File: config.mk
export PLATFORM = sky130hd
export DESIGN_NAME = counter_opc_mod_flat
export DESIGN_NICKNAME = d
export VERILOG_FILES = /design/src/rtl/counter_opc_mod_pkg.sv /design/src/rtl/counter_opc_mod_if.sv /design/src/rtl/counter_opc_mod_addsub.sv /design/src/rtl/counter_opc_mod.sv /design/src/flat_wrapper.sv
export SDC_FILE = /design/constraint.sdc
export NUM_CORES = 1
export LEC_CHECK = 0
export ABC_CLOCK_PERIOD_IN_PS = 1900
export BUFFER_PORTS_ARGS = -buffer_cell sky130_fd_sc_hd__buf_2
export CAP_MARGIN = 10
export CELL_PAD_IN_SITES_DETAIL_PLACEMENT = 0
export CELL_PAD_IN_SITES_GLOBAL_PLACEMENT = 1
export CORE_ASPECT_RATIO = 1.4
export CORE_MARGIN = 8
export CORE_UTILIZATION = 36
export CTS_BUF_LIST = sky130_fd_sc_hd__clkbuf_8
export CTS_CLUSTER_DIAMETER = 60
export DETAILED_ROUTE_END_ITERATION = 8
export HOLD_SLACK_MARGIN = 0.15
export MAX_ROUTING_LAYER = met4
export PLACE_DENSITY_LB_ADDON = 0.1
export SLEW_MARGIN = 20
export SYNTH_ARGS = -nofsm -noshare
export SYNTH_HDL_FRONTEND = slang
export SYNTH_SLANG_ARGS = --single-unit
File: constraint.sdc
create_clock -name clk -period 1.9 [get_ports clk]
set_clock_uncertainty 0.1 [all_clocks]
set_input_delay 0.285 -clock clk [delete_from_list [all_inputs] [get_ports clk]]
set_output_delay 0.285 -clock clk [all_outputs]
set_load 0.01 [all_outputs]
File: src/rtl/counter_opc_mod_pkg.sv
// counter_opc_mod_pkg
// Shared definitions for the opcode-driven counter:
//   - opcode width and encodings
//   - add/subtract direction type
package counter_opc_mod_pkg;

  localparam int OPC_W = 3;

  typedef enum logic [OPC_W-1:0] {
    OPC_HOLD   = 3'd0,
    OPC_INC    = 3'd1,
    OPC_DEC    = 3'd2,
    OPC_CLR    = 3'd3,
    OPC_LOAD   = 3'd4,
    OPC_PRESET = 3'd5,
    OPC_RSV6   = 3'd6,
    OPC_RSV7   = 3'd7
  } opc_e;

  typedef enum logic {
    DIR_UP   = 1'b0,
    DIR_DOWN = 1'b1
  } dir_e;

endpackage

File: src/rtl/counter_opc_mod_if.sv
// counter_opc_mod_if
// Control/status bundle of the opcode-driven counter.
//   en      operation enable (0 = hold, no flag pulses)
//   opc     operation code
//   d       parallel load value
//   step    increment/decrement amount
//   counter registered count value
//   z, top  count == 0 / count == MAX_VAL
//   ovf     1-cycle pulse, increment crossed MAX_VAL
//   unf     1-cycle pulse, decrement crossed 0
//   err     1-cycle pulse, illegal load value or step
// master: the controlling FSM. slave: the counter.
interface counter_opc_mod_if #(
  parameter int SIZE = 8
);
  import counter_opc_mod_pkg::*;

  logic             en;
  logic [OPC_W-1:0] opc;
  logic [SIZE-1:0]  d;
  logic [SIZE-1:0]  step;
  logic [SIZE-1:0]  counter;
  logic             z;
  logic             top;
  logic             ovf;
  logic             unf;
  logic             err;

  modport master (
    output en, opc, d, step,
    input  counter, z, top, ovf, unf, err
  );

  modport slave (
    input  en, opc, d, step,
    output counter, z, top, ovf, unf, err
  );

endinterface

File: src/rtl/counter_opc_mod_addsub.sv
// mod_addsub
// Combinational modulo-M add/subtract, M = MAX_VAL+1.
//   value     current count (always within 0..MAX_VAL)
//   step      amount to add or subtract
//   dir       DIR_UP adds, DIR_DOWN subtracts
//   next      resulting count (equals value when step is 0 or illegal)
//   crossed   the operation passed MAX_VAL (up) or 0 (down)
//   step_err  step > MAX_VAL
// Arithmetic runs at SIZE+1 bits so carry and borrow are visible.
module mod_addsub
  import counter_opc_mod_pkg::*;
#(
  parameter int SIZE     = 8,
  parameter int MAX_VAL  = 2**SIZE-1,
  parameter int SATURATE = 0
) (
  input  logic [SIZE-1:0] value,
  input  logic [SIZE-1:0] step,
  input  dir_e            dir,
  output logic [SIZE-1:0] next,
  output logic            crossed,
  output logic            step_err
);

  localparam logic [SIZE:0] MAX_EXT = (SIZE+1)'(MAX_VAL);
  // M itself fits in SIZE+1 bits even when MAX_VAL = 2**SIZE-1.
  localparam logic [SIZE:0] MOD_EXT = MAX_EXT + 1'b1;

  logic [SIZE:0] value_ext;
  logic [SIZE:0] step_ext;
  logic [SIZE:0] sum;
  logic [SIZE:0] sum_wrap;
  logic [SIZE:0] diff;
  logic [SIZE:0] diff_wrap;
  logic          step_zero;

  assign value_ext = {1'b0, value};
  assign step_ext  = {1'b0, step};
  assign sum       = value_ext + step_ext;
  assign sum_wrap  = sum - MOD_EXT;
  assign diff      = value_ext - step_ext;
  // Adding M before subtracting keeps the intermediate non-negative.
  assign diff_wrap = value_ext + MOD_EXT - step_ext;
  assign step_zero = (step == '0);
  assign step_err  = (step_ext > MAX_EXT);

  always_comb begin
    next    = value;
    crossed = 1'b0;
    if (!step_zero && !step_err) begin
      if (dir == DIR_UP) begin
        if (sum > MAX_EXT) begin
          crossed = 1'b1;
          next    = (SATURATE != 0) ? MAX_EXT[SIZE-1:0] : sum_wrap[SIZE-1:0];
        end else begin
          next = sum[SIZE-1:0];
        end
      end else begin
        if (step_ext > value_ext) begin
          crossed = 1'b1;
          next    = (SATURATE != 0) ? '0 : diff_wrap[SIZE-1:0];
        end else begin
          next = diff[SIZE-1:0];
        end
      end
    end
  end

endmodule

File: src/rtl/counter_opc_mod.sv
// counter_opc_mod
// Up/down counter with programmable modulus, variable step, parallel
// load and wrap/saturate overflow handling.
//   clk    system clock, rising edge
//   rst_n  asynchronous reset, active-low
//   bus    counter_opc_mod_if slave port (controls in, count/flags out)
// Parameters: SIZE (width, >=2), MAX_VAL (1..2**SIZE-1),
// SATURATE (0 = wrap modulo MAX_VAL+1, 1 = clamp at 0 / MAX_VAL).
// count, ovf, unf and err are registered; z and top decode the count only.
module counter_opc_mod
  import counter_opc_mod_pkg::*;
#(
  parameter int SIZE     = 8,
  parameter int MAX_VAL  = 2**SIZE-1,
  parameter int SATURATE = 0
) (
  input  logic             clk,
  input  logic             rst_n,
  counter_opc_mod_if.slave bus
);

  localparam logic [SIZE:0] MAX_EXT = (SIZE+1)'(MAX_VAL);

  logic [SIZE-1:0] cnt_q;
  logic            ovf_q;
  logic            unf_q;
  logic            err_q;

  opc_e            opc;
  dir_e            as_dir;
  logic [SIZE-1:0] as_next;
  logic            as_crossed;
  logic            as_step_err;
  logic            load_err;

  assign opc      = opc_e'(bus.opc);
  assign as_dir   = (opc == OPC_DEC) ? DIR_DOWN : DIR_UP;
  assign load_err = ({1'b0, bus.d} > MAX_EXT);

  mod_addsub #(
    .SIZE     (SIZE),
    .MAX_VAL  (MAX_VAL),
    .SATURATE (SATURATE)
  ) u_addsub (
    .value    (cnt_q),
    .step     (bus.step),
    .dir      (as_dir),
    .next     (as_next),
    .crossed  (as_crossed),
    .step_err (as_step_err)
  );

  // Flags default low every edge, so each is a single-cycle pulse and
  // at most one of them can be set by the one operation decoded.
  always_ff @(posedge clk or negedge rst_n) begin
    if (!rst_n) begin
      cnt_q <= '0;
      ovf_q <= 1'b0;
      unf_q <= 1'b0;
      err_q <= 1'b0;
    end else begin
      ovf_q <= 1'b0;
      unf_q <= 1'b0;
      err_q <= 1'b0;
      if (bus.en) begin
        case (opc)
          OPC_INC, OPC_DEC: begin
            if (as_step_err) begin
              err_q <= 1'b1;
            end else begin
              cnt_q <= as_next;
              if (as_dir == DIR_UP) ovf_q <= as_crossed;
              else                  unf_q <= as_crossed;
            end
          end
          OPC_CLR:    cnt_q <= '0;
          OPC_LOAD: begin
            if (load_err) err_q <= 1'b1;
            else          cnt_q <= bus.d;
          end
          OPC_PRESET: cnt_q <= MAX_EXT[SIZE-1:0];
          default: ;
        endcase
      end
    end
  end

  assign bus.counter = cnt_q;
  assign bus.ovf     = ovf_q;
  assign bus.unf     = unf_q;
  assign bus.err     = err_q;
  assign bus.z       = (cnt_q == '0);
  assign bus.top     = ({1'b0, cnt_q} == MAX_EXT);

endmodule

File: src/flat_wrapper.sv
// flat-port wrapper written by rule: the top's interface ports become plain ports
module counter_opc_mod_flat import counter_opc_mod_pkg::*;
#(
  parameter int SIZE     = 8,
  parameter int MAX_VAL  = 2**SIZE-1,
  parameter int SATURATE = 0
)
  (clk, rst_n, bus_en, bus_opc, bus_d, bus_step, bus_counter, bus_z, bus_top, bus_ovf, bus_unf, bus_err);
  counter_opc_mod_if #(.SIZE(SIZE)) bus_i ();
  input  logic clk;
  input  logic rst_n;
  input wire logic [$bits(bus_i.en)-1:0] bus_en;
  input wire logic [$bits(bus_i.opc)-1:0] bus_opc;
  input wire logic [$bits(bus_i.d)-1:0] bus_d;
  input wire logic [$bits(bus_i.step)-1:0] bus_step;
  output wire logic [$bits(bus_i.counter)-1:0] bus_counter;
  output wire logic [$bits(bus_i.z)-1:0] bus_z;
  output wire logic [$bits(bus_i.top)-1:0] bus_top;
  output wire logic [$bits(bus_i.ovf)-1:0] bus_ovf;
  output wire logic [$bits(bus_i.unf)-1:0] bus_unf;
  output wire logic [$bits(bus_i.err)-1:0] bus_err;
  assign bus_i.en = bus_en;
  assign bus_i.opc = bus_opc;
  assign bus_i.d = bus_d;
  assign bus_i.step = bus_step;
  assign bus_counter = bus_i.counter;
  assign bus_z = bus_i.z;
  assign bus_top = bus_i.top;
  assign bus_ovf = bus_i.ovf;
  assign bus_unf = bus_i.unf;
  assign bus_err = bus_i.err;
  counter_opc_mod #(.SIZE(SIZE), .MAX_VAL(MAX_VAL), .SATURATE(SATURATE)) u_core (.clk(clk), .rst_n(rst_n), .bus(bus_i));
endmodule
==> out/qor.yml, run 1 <==
clocking:
  cts-root-to-sink-buffers: 2
  cts_max_level: 1
  tritoncts.num_buffers: 3
  cts_tree: "yes"
  ctsRootBufferMaster: "clkbuf_8"
  clock_tree_sinks: 10
  clock_insertion_delay_worst_skew_ns: 0.23
  worst_setup_hold_path_clk_slew_ns: 0.05
sta:
  timing.final.max_slew_violations: 0
  report.final.hold_viol_count: 0
  period_minus_slack_ns: 2.06
  fin_worst_hold_slack_ns: 0.234
  final_critical_path_share_of_the_clock_period_pct: 108
  fin_tns_setup_ns: -0.714
  layout_setup_ws_ns: -0.159
  finalSetupViolCount: 6
  maximum_clock_frequency_mhz: 486
  grt_setup_unrepaired: "yes"
logic_synthesis:
  postSynth.asyncResetShare_pct: 100
  synth-edff-count: 0
  synth_largest_area_cell: "dfrtp_1"
  yosysUniqueCellTypes: 46
  synth_top_area_share_pct: 18.8
  synth_seq_cells: 10
  seq_area_frac_synth_pct: 18.8
  ys_top_cells_by_area: "dfrtp_1 (19%), ha_1 (15%), a21oi_1 (4.5%)"
  postSynthNetCount: 202
  syn-instance-count: 162
  netlist_area_um2: 1330
  synth_area_per_cell_um2: 8.22
  ys_warn_count: 0
  postSynth.topFlopCell: "dfrtp_1"
final_layout:
  layout.cells.most_common_list: "buf_4 (35), buf_2 (33), inv_1 (15)"
  drive_above_1_share_pct: 48.9
  final_area_um2: 2030
  finish.net_count: 272
  mostFrequentLayoutCell: "buf_4"
  fin_cells: 273
  antenna_cells: 0
  flow.area_growth_from_synthesis_pct: 52.3
  final_core_utilization_pct: 56.2
setup_path:
  critical_path_class: "flip-flop to flip-flop"
  timing.critical_path.to: "u_core.bus.counter[4]$_DFFE_PN0P_"
  crit_arrival_ns: 2.12
  critPathLaunch: "u_core.bus.counter[0]$_DFFE_PN0P_"
  crit-reg2reg-capture: "u_core.bus.counter[4]$_DFFE_PN0P_"
  worst_case_reg_to_reg_path_depth: 9
  cp-start-kind: "flip-flop"
  worst_setup_path_end_kind: "flip-flop"
  critical_path_required_ns: 1.96
  worst_r2r_startpoint: "u_core.bus.counter[0]$_DFFE_PN0P_"
  crit_path_max_fanout: 3
  timing.reg2reg.setup_slack_ns: -0.16
status:
  run_status: "finished with violations"
  violations: "negative setup slack"
placed_design:
  place_inst: 264
  detailed_place.area_um2: 1830
  io_buffers: 33
  routabilityCongestion: 0.818
  hpwl_um: 3530
  dp_slack_ns: -0.196
global_route:
  grt_antenna_before_repair: 0
  grtUsageTotal_pct: 15.9
  grt_pass1_wl_um: 7180
  grt_remaining_overflow: 0
  grt_max_degree: 13
  via_count_of_the_first_global_routing_pass: 1580
power:
  power.internal_mw: 1.26
  power.total_mw: 2.21
  combPwrFrac_pct: 73.1
  p_clk_share_pct: 10.1
  power.ir.vdd_worst_mv: 0.619
  power_per_cell_area_nw_per_um2: 1090
  share_seq_of_total_power_pct: 16.8
  swShare_pct: 43.0
  net-switching-power_uw: 949
  leakage_nw: 0.945
job:
  drv.max_cap_violation_count: 0
floorplan:
  io-pin-count: 35
  fp.dieArea_um2: 5930
  die_y_um: 88.0
  placeableCoreArea_um2: 3610
  std_cell_rows: 26
  floorplan.die.width_um: 67.4
  initial_util_pct: 36.9
detailed_routing:
  route.detailed.wl_per_inst_um: 15.6
  initialDrtViolationCount: 59
  route.vias.total: 1425
  routed_wl_um: 4260
  detailedRoute.firstPassIterationCount: 4
  remaining_drc_errors: 0
  detail-route-antenna-nets: 0
  via_density: 5.22
hold_path:
  holdCritPathClass: "input port to flip-flop"
-- critical path, cell delays in order (launching register included) --
cell and delay (ns):
dfrtp_2 0.43, ha_4 0.17, fa_2 0.34, nor3b_1 0.15, nor3_1 0.13, buf_4 0.15
mux2i_1 0.08, xnor2_1 0.21, a21oi_1 0.09, o21ai_1 0.13
-- cells in the mapped netlist, types with 2 or more instances --
cell / count
o211ai_1: 5
nand3_1: 3
dfrtp_1: 10
nand2b_1: 4
a31oi_1: 2
fa_1: 2
nand3b_1: 2
nand2b_2: 2
buf_4: 2
nor2_1: 12
nor3_1: 5
buf_6: 2
inv_1: 14
o21ai_0: 8
o21bai_1: 2
mux2i_1: 3
o211ai_2: 3
a21oi_1: 12
nor3b_1: 2
nor4_1: 2
buf_2: 4
nor2b_1: 4
nand4_1: 3
o31ai_1: 2
nand2_1: 12
ha_1: 16
or4_1: 2
xnor2_1: 4
-- layer usage --
layer  routed length (µm)  track usage (%)  up-vias  share of wire [%]
met5                    0                -        -                  0
met1                 1830             18.0      667                 43
met2                 2230             27.9       30                 52
li1                     -                -      720                  -
met3                  110             1.28        8                2.6
met4                   82             6.11        0                1.9
-- repair_timing --
item	in CTS	in global routing
setup buffers	3	2
cloned	0	0
endpoints found under the hold margin	10	0
resized for setup	13	12
pin swaps	8	13
hold buffers	1	0
endpoints found under the setup margin	7	9
-- sequential cells by signal (all words and copies together), names as in the netlist --
signal              flops
u_core.bus.counter      8
u_core.bus.ovf          1
u_core.bus.unf          1
-- power by group through the flow --
stage          logic [mW]  clock network [mW]  registers [mW]
3_5_place_dp         1.41                   0           0.368
5_1_grt              1.77               0.244           0.385
4_1_cts              1.52               0.229           0.371
6_report             1.61               0.222           0.371
3_3_place_gp         1.40                   0           0.364
2_1_floorplan       0.787                   0           0.415
-- layout make-up --
cell class,instances,area [µm²]
fill,339,1580
multi-input combinational,129,1120
timing repair buffer,74,503
sequential,10,256
inverter,14,52.6
tap,42,52.6
clock buffer,3,41.3
clock inverter,1,3.75
-- cells by family after synthesis --
kind of cell | Yosys count | share of synthesized area (%)
other | 1 | 0.282
and+or+nand+nor | 56 | 23.1
AOI/OAI and AO/OA | 46 | 25.7
buffers and inverters | 23 | 8.55
xor gates and xnor gates | 5 | 3.29
muxes | 3 | 2.26
adders and majority gates | 18 | 18.0
DFF | 10 | 18.8
-- how the worst min path moves through the flow --
stage | end | depth (start not counted) | start
finish | u_core.bus.counter[3]$_DFFE_PN0P_ | 3 | bus_d[3]
detailed placement | u_core.bus.ovf$_DFF_PN0_ | 1 | rst_n
floorplan | u_core.bus.counter[0]$_DFFE_PN0P_ | 0 | rst_n
global route | u_core.bus.counter[3]$_DFFE_PN0P_ | 3 | bus_d[3]
global placement | u_core.bus.ovf$_DFF_PN0_ | 1 | rst_n
CTS | u_core.bus.counter[3]$_DFFE_PN0P_ | 3 | bus_d[3]
(Power assumes the default switching activity.)
==> inputs of run 2 (changes only) <==
- REMOVE_ABC_BUFFERS: default -> 1
==> run 2 against run 1 <==
Effect of this change:
- the run still ends with negative setup slack left
- sequential share of layout area decreased by 0.72 points
- routed wire length grew 2.7%
- critical path depth is 3 higher
- sequential power is 2% lower
- hold slack worse by 0.027 ns
- cell count grew 2.9%
- via count up 1.9%
- first-iteration DRC count is 1.7% lower
- clock power increased by 26%
- fmax decreased by 2.1%
- global-route usage up 0.37 points
==> out/qor.yml, run 2 (same netlist as run 1, synthesis figures left out) <==
sta:
  finalSetupViolCount: 7  # was 6
  timing.final.max_slew_violations: 0  # unchanged
  maximum_clock_frequency_mhz: 475  # was 486 MHz
  report.final.hold_viol_count: 0  # unchanged
  layout_setup_ws_ns: -0.204  # was -0.159 ns
  period_minus_slack_ns: 2.10  # was 2.06 ns
  grt_setup_unrepaired: "yes"  # unchanged
  final_critical_path_share_of_the_clock_period_pct: 111  # was 108%
floorplan:
  fp.dieArea_um2: 5930  # unchanged
  placeableCoreArea_um2: 3610  # unchanged
  floorplan.die.width_um: 67.4  # unchanged
  std_cell_rows: 26  # unchanged
  initial_util_pct: 36.9  # unchanged
  io-pin-count: 35  # unchanged
  die_y_um: 88.0  # unchanged
detailed_routing:
  detail-route-antenna-nets: 0  # unchanged
  via_density: 5.17  # was 5.22
  route.vias.total: 1452  # was 1425
  route.detailed.wl_per_inst_um: 15.6  # about the same
  initialDrtViolationCount: 58  # was 59
  detailedRoute.firstPassIterationCount: 4  # unchanged
  routed_wl_um: 4370  # was 4260 µm
  remaining_drc_errors: 0  # unchanged
hold_path:
  holdCritPathClass: "input port to flip-flop"  # unchanged
  min_delay_startpoint: "bus_d[6]"  # was bus_d[3]
  worst_hold_path.num_cells: 3  # unchanged
power:
  leakage_nw: 1.00  # was 0.945 nW
  power.ir.vdd_worst_mv: 0.682  # was 0.619 mV
  power_per_cell_area_nw_per_um2: 1100  # was 1090 nW/µm²
clocking:
  tritoncts.num_buffers: 3  # unchanged
  ctsRootBufferMaster: "clkbuf_8"  # unchanged
  cts_max_level: 1  # unchanged
  clock_insertion_delay_worst_skew_ns: 0.24  # was 0.23 ns
  worst_setup_hold_path_clk_slew_ns: 0.05  # about the same
  clock_tree_sinks: 10  # unchanged
  cts_tree: "yes"  # unchanged
  cts-root-to-sink-buffers: 2  # unchanged
final_layout:
  num-fill-cells: 338  # was 339
  layout.cells.most_common_list: "buf_4 (41), buf_2 (32), inv_1 (13)"  # was buf_4 (35), buf_2 (33), inv_1 (15)
  final_core_utilization_pct: 58.7  # was 56.2%
  mostFrequentLayoutCell: "buf_4"  # unchanged
  largest_register_ffs: 8  # unchanged
  antenna_cells: 0  # unchanged
  flow.area_growth_from_synthesis_pct: 59.2  # was 52.3%
  finish.net_count: 280  # was 272
  drive_above_1_share_pct: 51.5  # was 48.9%
global_route:
  via_count_of_the_first_global_routing_pass: 1557  # was 1580
  grt_remaining_overflow: 0  # unchanged
  grtUsageTotal_pct: 16.3  # was 15.9%
  grt_pass1_wl_um: 7330  # was 7180 µm
  grt_antenna_before_repair: 0  # unchanged
  grt_max_degree: 14  # was 13
setup_path:
  cp-start-kind: "flip-flop"  # unchanged
  crit_path_max_fanout: 3  # unchanged
  worst_case_reg_to_reg_path_depth: 12  # was 9
  worst_r2r_startpoint: "u_core.bus.counter[0]$_DFFE_PN0P_"  # unchanged
  critical_path_required_ns: 1.92  # was 1.96 ns
  worst_setup_path_end_kind: "flip-flop"  # unchanged
  crit_arrival_ns: 2.12  # about the same
  critPathLaunch: "u_core.bus.counter[0]$_DFFE_PN0P_"  # unchanged
  critical_path_class: "flip-flop to flip-flop"  # unchanged
status:
  run_status: "finished with violations"  # unchanged
  violations: "negative setup slack"  # unchanged
job:
  drv.max_cap_violation_count: 0  # unchanged
placed_design:
  dp_slack_ns: -0.319  # was -0.196 ns
  hpwl_um: 3530  # about the same
  io_buffers: 33  # unchanged
  routabilityCongestion: 0.891  # was 0.818
-- run 2: cell type report --
type	count	area, µm²	area share [%]
timing repair buffer	82	568	26.8
multi-input combinational	129	1140	53.7
inverter	14	52.6	2.48
tap	42	52.6	2.48
sequential	10	253	11.9
clock buffer	4	55.1	2.60
-- run 2: path summary, 6_finish.rpt --
| check | endpoint | slack [ns] |
|---|---|---|
| hold / removal | u_core.bus.counter[6]$_DFFE_PN0P_ | 0.21 |
| setup / recovery | u_core.bus.counter[5]$_DFFE_PN0P_ | -0.20 |
| setup reg to reg | u_core.bus.counter[5]$_DFFE_PN0P_ | -0.20 |
| max in group asynchronous | u_core.bus.counter[2]$_DFFE_PN0P_ | 1.12 |
| hold reg to reg | u_core.bus.counter[6]$_DFFE_PN0P_ | 0.53 |
| min in group asynchronous | u_core.bus.counter[0]$_DFFE_PN0P_ | 0.36 |
-- run 2: where the power goes --
group	leakage (nW)	internal (mW)	switching [mW]	total, mW
registers	0.122	0.281	0.0821	0.364
clock network	0.0288	0.183	0.0963	0.280
logic	0.854	0.887	0.806	1.69
total	1.00	1.35	0.985	2.34
-- run 2: through the flow --
stage	area, µm²	power [mW]	hold slack, ns	setup TNS (ns)	cells
CTS	2060	2.25	0.213	-0.907	279
floorplan	1270	1.09	-0.111	-0.929	153
global placement	1810	1.72	0.0757	-1.56	271
global route	2120	2.53	0.234	-1.80	281
finish	2120	2.34	0.207	-0.926	281
detailed placement	1810	1.72	0.0678	-1.75	271
-- run 2: per-layer routing --
layer  track usage [%]  routed length (µm)  vias to the layer above
met5                 -                   0                        -
met1              19.0                2000                      683
met3              1.66                 122                        7
met2              27.7                2160                       28
met4              6.11                  82                        0
li1                  -                   -                      734
-- run 2: worst max-delay path: stages (launching register included) --
cell and delay, ns:
dfrtp_1 0.39, buf_4 0.14, buf_6 0.10, inv_2 0.05, ha_4 0.13, buf_6 0.09, nor2b_4 0.03, o2111ai_2 0.20
nand3_2 0.14, buf_6 0.14, a22oi_2 0.18, xnor2_1 0.16, o211ai_1 0.10
-- run 2: timing repair --
| item | CTS | global route |
|---|---|---|
| resized for setup | 33 | 12 |
| setup endpoints to repair | 7 | 10 |
| endpoints found under the hold margin | 10 | 0 |
| hold buffers | 1 | 0 |
| pin swaps | 17 | 15 |
| gates cloned | 0 | 0 |
| setup buffers | 5 | 2 |
